## config.mk

```make
export PLATFORM = sky130hd
export DESIGN_NAME = mmio_timer_responder
export DESIGN_NICKNAME = d
export VERILOG_FILES = /design/src/rtl/mmio_timer_responder.sv
export SDC_FILE = /design/constraint.sdc
export NUM_CORES = 1
export LEC_CHECK = 0
export BUFFER_PORTS_ARGS = -buffer_cell sky130_fd_sc_hd__buf_2
export CAP_MARGIN = 20
export CORE_MARGIN = 3
export CORE_UTILIZATION = 50
export DETAILED_ROUTE_END_ITERATION = 6
export PLACE_DENSITY = 0.7
export REMOVE_ABC_BUFFERS = 1
export SETUP_SLACK_MARGIN = 0.05
export SLEW_MARGIN = 20
export SYNTH_ARGS = -nofsm -noshare
export SYNTH_HDL_FRONTEND = slang
export SYNTH_SLANG_ARGS = --single-unit
```

## constraint.sdc

```tcl
create_clock -name Clk -period 3.33 [get_ports Clk]
set_clock_uncertainty 0.2 [all_clocks]
set_input_delay 0.1665 -clock Clk [delete_from_list [all_inputs] [get_ports Clk]]
set_output_delay 0.1665 -clock Clk [all_outputs]
set_load 0.01 [all_outputs]
```

## src/rtl/mmio_timer_responder.sv

```systemverilog
// mmio_timer_responder: memory-mapped prescaled 32-bit timer on the CPU memory bus.
// Decodes a 32-byte window at BASE_ADDR and returns registered read data one cycle
// after the access, matching the synchronous read latency of the main memory block.
// Ports:
//   Clk      - rising-edge clock
//   reset_l  - asynchronous active-low reset
//   Address  - CPU byte address (word offset taken from [4:2])
//   Wr       - 1 = write, 0 = read
//   Datain   - write data
//   Dataout  - registered read data (0 when the previous access was not a window read)
//   Hit      - registered: previous access was a read inside the window
//   Irq      - registered interrupt request (MATCH & IE)
module mmio_timer_responder #(
    parameter logic [31:0] BASE_ADDR     = 32'h0000_0F00,
    parameter logic [31:0] RESET_COMPARE = 32'hFFFF_FFFF
) (
    input  logic        Clk,
    input  logic        reset_l,
    input  logic [31:0] Address,
    input  logic        Wr,
    input  logic [31:0] Datain,
    output logic [31:0] Dataout,
    output logic        Hit,
    output logic        Irq
);

    localparam int unsigned DW = 32;
    localparam int unsigned OW = 3;

    localparam logic [OW-1:0] OFF_CTRL     = OW'(0);
    localparam logic [OW-1:0] OFF_COUNT    = OW'(1);
    localparam logic [OW-1:0] OFF_COMPARE  = OW'(2);
    localparam logic [OW-1:0] OFF_STATUS   = OW'(3);
    localparam logic [OW-1:0] OFF_PRESCALE = OW'(4);

    // Architectural state
    logic          en_q, auto_q, ie_q, match_q;
    logic [DW-1:0] count_q, compare_q, prescale_q, pcnt_q;

    // Next-state values
    logic          en_d, auto_d, ie_d, match_d, irq_d;
    logic [DW-1:0] count_d, compare_d, prescale_d, pcnt_d;

    // Bus decode
    logic          in_win_c, wr_c, rd_c;
    logic [OW-1:0] offset_c;
    logic          wr_ctrl_c, wr_count_c, wr_compare_c, wr_status_c, wr_prescale_c;
    logic [DW-1:0] rdata_c;
    logic          tick_c, match_evt_c;
    logic          addr_unused_c;

    assign in_win_c = (Address[31:5] == BASE_ADDR[31:5]);
    assign offset_c = Address[4:2];
    assign wr_c     = in_win_c & Wr;
    assign rd_c     = in_win_c & ~Wr;

    // Byte-lane bits carry no meaning: every access is a full word.
    assign addr_unused_c = ^Address[1:0];

    assign wr_ctrl_c     = wr_c & (offset_c == OFF_CTRL);
    assign wr_count_c    = wr_c & (offset_c == OFF_COUNT);
    assign wr_compare_c  = wr_c & (offset_c == OFF_COMPARE);
    assign wr_status_c   = wr_c & (offset_c == OFF_STATUS);
    assign wr_prescale_c = wr_c & (offset_c == OFF_PRESCALE);

    // Prescaler tick and compare match use pre-edge register values.
    assign tick_c      = en_q & (pcnt_q == prescale_q);
    assign match_evt_c = tick_c & (count_q == compare_q);

    // Read mux over current (pre-update) register contents
    always_comb begin
        rdata_c = '0;
        case (offset_c)
            OFF_CTRL:     rdata_c = {29'b0, ie_q, auto_q, en_q};
            OFF_COUNT:    rdata_c = count_q;
            OFF_COMPARE:  rdata_c = compare_q;
            OFF_STATUS:   rdata_c = {31'b0, match_q};
            OFF_PRESCALE: rdata_c = prescale_q;
            default:      rdata_c = '0;
        endcase
    end

    // Next-state: timer events first, then bus writes so that writes take priority,
    // except that a match event beats a same-edge STATUS clear.
    always_comb begin
        en_d       = en_q;
        auto_d     = auto_q;
        ie_d       = ie_q;
        match_d    = match_q;
        count_d    = count_q;
        compare_d  = compare_q;
        prescale_d = prescale_q;
        pcnt_d     = pcnt_q;

        if (!en_q || tick_c) begin
            pcnt_d = '0;
        end else begin
            pcnt_d = pcnt_q + DW'(1);
        end
        if (wr_ctrl_c || wr_prescale_c) begin
            pcnt_d = '0;
        end

        if (tick_c) begin
            if (match_evt_c) begin
                if (auto_q) begin
                    count_d = '0;
                end else begin
                    en_d = 1'b0;
                end
            end else begin
                count_d = count_q + DW'(1);
            end
        end

        if (wr_ctrl_c) begin
            en_d   = Datain[0];
            auto_d = Datain[1];
            ie_d   = Datain[2];
        end
        if (wr_count_c) begin
            count_d = Datain;
        end
        if (wr_compare_c) begin
            compare_d = Datain;
        end
        if (wr_prescale_c) begin
            prescale_d = Datain;
        end

        if (wr_status_c && Datain[0]) begin
            match_d = 1'b0;
        end
        if (match_evt_c) begin
            match_d = 1'b1;
        end

        irq_d = match_d & ie_d;
    end

    // State and output registers
    always_ff @(posedge Clk or negedge reset_l) begin
        if (!reset_l) begin
            en_q       <= 1'b0;
            auto_q     <= 1'b0;
            ie_q       <= 1'b0;
            match_q    <= 1'b0;
            count_q    <= '0;
            compare_q  <= RESET_COMPARE;
            prescale_q <= '0;
            pcnt_q     <= '0;
            Dataout    <= '0;
            Hit        <= 1'b0;
            Irq        <= 1'b0;
        end else begin
            en_q       <= en_d;
            auto_q     <= auto_d;
            ie_q       <= ie_d;
            match_q    <= match_d;
            count_q    <= count_d;
            compare_q  <= compare_d;
            prescale_q <= prescale_d;
            pcnt_q     <= pcnt_d;
            Dataout    <= rd_c ? rdata_c : '0;
            Hit        <= rd_c;
            Irq        <= irq_d;
        end
    end

endmodule

```

==> impl_results.rst <==
.. list-table::
   :header-rows: 1

   * - Metric
     - Value
   * - Fin. max-slew vios
     - 0
   * - Clock edge transition at the registers on the reported setup and hold paths
     - about 60 ps
   * - Area share of and/or/nand/nor cells after synthesis
     - 0.1765
   * - Starting utilization of the core area
     - 0.5156
   * - Worst-case hold path end point
     - Dataout[1]$_DFF_PN0_
   * - Fin. Hold Viols
     - 0
   * - Primary FF master, synth
     - sky130_fd_sc_hd__dfrtp_1
   * - Highest clock frequency the design can meet
     - 344.8 MHz
   * - Critical path data arrival time
     - about 3100 ps
   * - Crit path launch type
     - register
   * - Global-route wire length before repair
     - about 37 mm
   * - Seq cells post-synth
     - about 170
   * - Sinks on Clock Net
     - roughly 170
   * - 1st-iter DRT viols
     - ~570
   * - Placed wire-length estimate after detailed placement
     - ~16 mm
   * - Top cells by area in the synthesized netlist
     - sky130_fd_sc_hd__dfrtp_1, sky130_fd_sc_hd__dfstp_2, sky130_fd_sc_hd__mux2_2
   * - Worst R2R Setup Slack
     - roughly 430 ps
   * - Cell accounting for the most synthesized area
     - sky130_fd_sc_hd__dfrtp_1
   * - Core region area
     - about 17,000 µm²
   * - Post-detailed-route via-to-cell ratio
     - approximately 5.7
   * - Count of yosys warnings during synthesis
     - 0
   * - Netlist cell types
     - 53
   * - Startpoint of the lowest-slack register-to-register path
     - pcnt_q[5]$_DFF_PN0_
   * - Clock latency on the worst-skew pair
     - 430 ps
   * - Worst path cell trace
     - xnor2_2 > nand4_1 > nor4_2 > nand4_1 > or3_4 > or3_1 > nand3_1
   * - H-tree lvl count
     - 4
   * - CTS Root Buffer Type
     - sky130_fd_sc_hd__clkbuf_16
   * - Share of cell area taken by muxes after synthesis
     - 0.09212
   * - Port Buffers
     - 98
   * - Worst path buffer plus inverter count
     - 0
   * - Number of cells upsized or downsized after cts
     - 0
   * - Family with the most delay on the worst path
     - simple AND/OR/NAND/NOR gates
   * - Number of nets in the layout
     - 1,063
   * - Maximum vdd ir drop
     - 0.3573 mV
   * - Worst slew slack as a fraction of its limit
     - 0.3479
   * - Die W
     - 137.2 µm
   * - Setup repair after global routing missed its margin
     - no
   * - Critical Path Sink Type
     - register
   * - Inserted Clock Buffers
     - 17
   * - Type of the worst setup path
     - register to register
   * - Largest net degree at the start of global routing
     - 72
   * - Final setup violation count
     - 0
   * - Count of fill cells added during filler insertion
     - around 1,400
   * - Share of flip-flops with an asynchronous set or reset
     - 1.000
   * - Die area
     - between 15,000 and 20,000 µm²
   * - Mean area per synthesized cell
     - approximately 9.9 µm²
   * - Part of the cycle the worst path needs
     - 0.8709
   * - FP Rows
     - 47
   * - Mapped cell area
     - ~8600 µm²
   * - Finished Layout Cells
     - about 1,200
   * - Reg2reg path depth
     - 7
   * - Crit-path max FO
     - 21
   * - Critical Path Slowest Stage Cell
     - sky130_fd_sc_hd__or3_4
   * - N_diodes
     - 0
   * - Clock tree from TritonCTS
     - yes
   * - Area added between synthesis and finish
     - 20.47%
   * - Leakage
     - ~4.5 nW
   * - Remaining DRCs
     - 0
   * - Fraction of the mapped netlist area in adder cells
     - 0.002906
   * - Compound-cell area share of the yosys netlist
     - 0.1069
   * - Most common cell type on the critical path
     - sky130_fd_sc_hd__nand4_1
   * - Type of the most critical hold path
     - input pin to register
   * - Detailed-route wire length
     - between 20 and 25 mm
   * - Overall power
     - ~0.0043 W
   * - Overall overflow remaining after global route
     - 0
   * - Result of the run
     - finished clean
   * - Initial antenna violation count
     - 0
   * - Post-layout utilization of the core
     - 0.6211
   * - Main combinational cell family by area after synthesis
     - simple AND/OR/NAND/NOR gates
   * - Routability congestion estimate from global placement
     - 0.8711
   * - DP Cell Count
     - approximately 1,200
   * - All-layer global routing usage
     - 0.2577
   * - Parity-gate share of the synthesized area counting xor and xnor cells
     - 0.09648
   * - Count of boundary I/O pins
     - roughly 100
   * - Reg2Reg Capture Point
     - count_q[20]$_DFFE_PN0P_
   * - Transition time at the pin with the least slew margin
     - just under 1000 ps
   * - Share of the yosys chip area belonging to registers
     - 0.4871
   * - Fraction of layout instances using a drive strength above 1
     - 0.2651
   * - Hold path start
     - Address[3]
   * - EDFF count, synth
     - 0
   * - Final critical-path required period
     - slightly below 3000 ps
   * - Data required time at the worst endpoint
     - 3490 ps
   * - Final routed wire length divided by cell count
     - approximately 19 µm
   * - Post-Synthesis Cells
     - 871
   * - Clock Path Buffers
     - 2
   * - ANT nets after route
     - 0
   * - Via count of the routed design
     - around 7,100
   * - Stage delay of the slowest cell on the critical path
     - between 500 and 600 ps
   * - Number of cells traversed by the worst hold path
     - 3
   * - Setup repair bufs after CTS
     - 0
   * - Number of global-route vias before repair
     - ~6,900
   * - Synth top area share
     - 0.3894
   * - Pwr per Cell Area
     - 414.1 nW/µm²
   * - Count of TritonRoute iterations in the first routing pass
     - 5
   * - Number of violations of the max-capacitance limit
     - 0
   * - Die Y
     - 137.2 µm
[cells by family (layout without fill, tap and decap cells)]
logic type                 count (synthesis)  in the layout
and+or+nand+nor                          315            315
xor gates and xnor gates                  94             94
AOI/OAI and AO/OA                        142            142
DFF                                      166            166
adders and majority gates                  2              2
muxes                                     71             71
buffers and inverters                     81            217
[worst reg2reg max path, delay by kind of cell (launching register included)]
family,cells,cell delay (ps)
AND/OR/NAND/NOR,6,1940
XOR/XNOR,1,230
flip-flops,1,460
[cell usage after synthesis (20+ instances only)]
master and count:
sky130_fd_sc_hd__dfrtp_1 134, sky130_fd_sc_hd__nor2_1 113, sky130_fd_sc_hd__xnor2_1 73, sky130_fd_sc_hd__mux2_2 64
sky130_fd_sc_hd__nand2_1 62, sky130_fd_sc_hd__clkbuf_1 40, sky130_fd_sc_hd__a21oi_1 39, sky130_fd_sc_hd__nand3_1 34
sky130_fd_sc_hd__a22oi_1 33, sky130_fd_sc_hd__dfstp_2 32, sky130_fd_sc_hd__nand4_1 32, sky130_fd_sc_hd__inv_1 24
sky130_fd_sc_hd__o21ai_0 21, sky130_fd_sc_hd__xor2_1 20
[where the power goes]
part / total (W) / internal [W] / switching, W
Combinational: 0.000196 / 0.0000761 / 0.000120
Clock: 0.00207 / 0.00126 / 0.000814
Sequential: 0.00203 / 0.00202 / 0.00000520
Total: 0.00430 / 0.00336 / 0.000939
[routing by layer]
| metal | global-route usage | vias to the layer above | part of all wire |
|---|---|---|---|
| met5 | 0 | - | 0 |
| met4 | 0.09202 | 0 | 0.025 |
| met3 | 0.03871 | 42 | 0.068 |
| met2 | 0.4180 | 306 | 0.48 |
| met1 | 0.3542 | 3411 | 0.43 |
| li1 | - | 3296 | - |
[timing repair]
| item | CTS | global route |
|---|---|---|
| hold endpoints to repair | 173 | 0 |
| hold buffers | 36 | 0 |
| endpoints found under the setup margin | 0 | 0 |
[state kept, by name (all words and copies together), names as in the netlist, 32 cells and up]
name and count:
count_q 32, Dataout 32, compare_q 32, pcnt_q 32, prescale_q 32
[through the flow]
step                      hold slack, ps  cell area, µm²  setup WS (ps)  TNS [ps]
after global routing               113.7           10370          265.8         0
final                              72.60           10370          429.8         0
after detailed placement           25.33            9385          495.0         0
after CTS                          59.55           10370          455.0         0
after global placement             28.30            9385          535.6         0
after floorplan                   -329.1            8374         -637.1    -23100
[cells in the final DEF (no fill, tap or decap), types with 26 or more instances in the layout]
master and instances:
sky130_fd_sc_hd__buf_2 97, sky130_fd_sc_hd__xnor2_1 73, sky130_fd_sc_hd__nor2_1 113, sky130_fd_sc_hd__dfstp_2 32, sky130_fd_sc_hd__buf_4 26, sky130_fd_sc_hd__nand2_1 62, sky130_fd_sc_hd__dfrtp_1 134, sky130_fd_sc_hd__nand4_1 32
sky130_fd_sc_hd__nand3_1 34, sky130_fd_sc_hd__mux2_2 64, sky130_fd_sc_hd__a22oi_1 33, sky130_fd_sc_hd__a21oi_1 38, sky130_fd_sc_hd__dlygate4sd3_1 36
[worst max path at each step]
stage	from	to	slack (ps)	cells after the start
2_1_floorplan	Address[6]	compare_q[0]$_DFFE_PN1P_	-640	6
3_3_place_gp	pcnt_q[5]$_DFF_PN0_	count_q[20]$_DFFE_PN0P_	540	7
3_5_place_dp	pcnt_q[5]$_DFF_PN0_	count_q[20]$_DFFE_PN0P_	490	7
4_1_cts	pcnt_q[5]$_DFF_PN0_	count_q[20]$_DFFE_PN0P_	460	7
5_1_grt	pcnt_q[5]$_DFF_PN0_	count_q[20]$_DFFE_PN0P_	270	7
6_report	pcnt_q[5]$_DFF_PN0_	count_q[20]$_DFFE_PN0P_	430	7
[layout make-up]
class	instances	area [µm²]	share of cell area
Tap cell	220	275.3	0.02653
Clock inverter	11	147.6	0.01423
Sequential cell	166	4194	0.4043
Clock buffer	21	480.5	0.04632
Timing Repair Buffer	161	1072	0.1034
Inverter	24	90.09	0.008684
Multi-Input combinational cell	624	4114	0.3966
(Power assumes the default switching activity.)
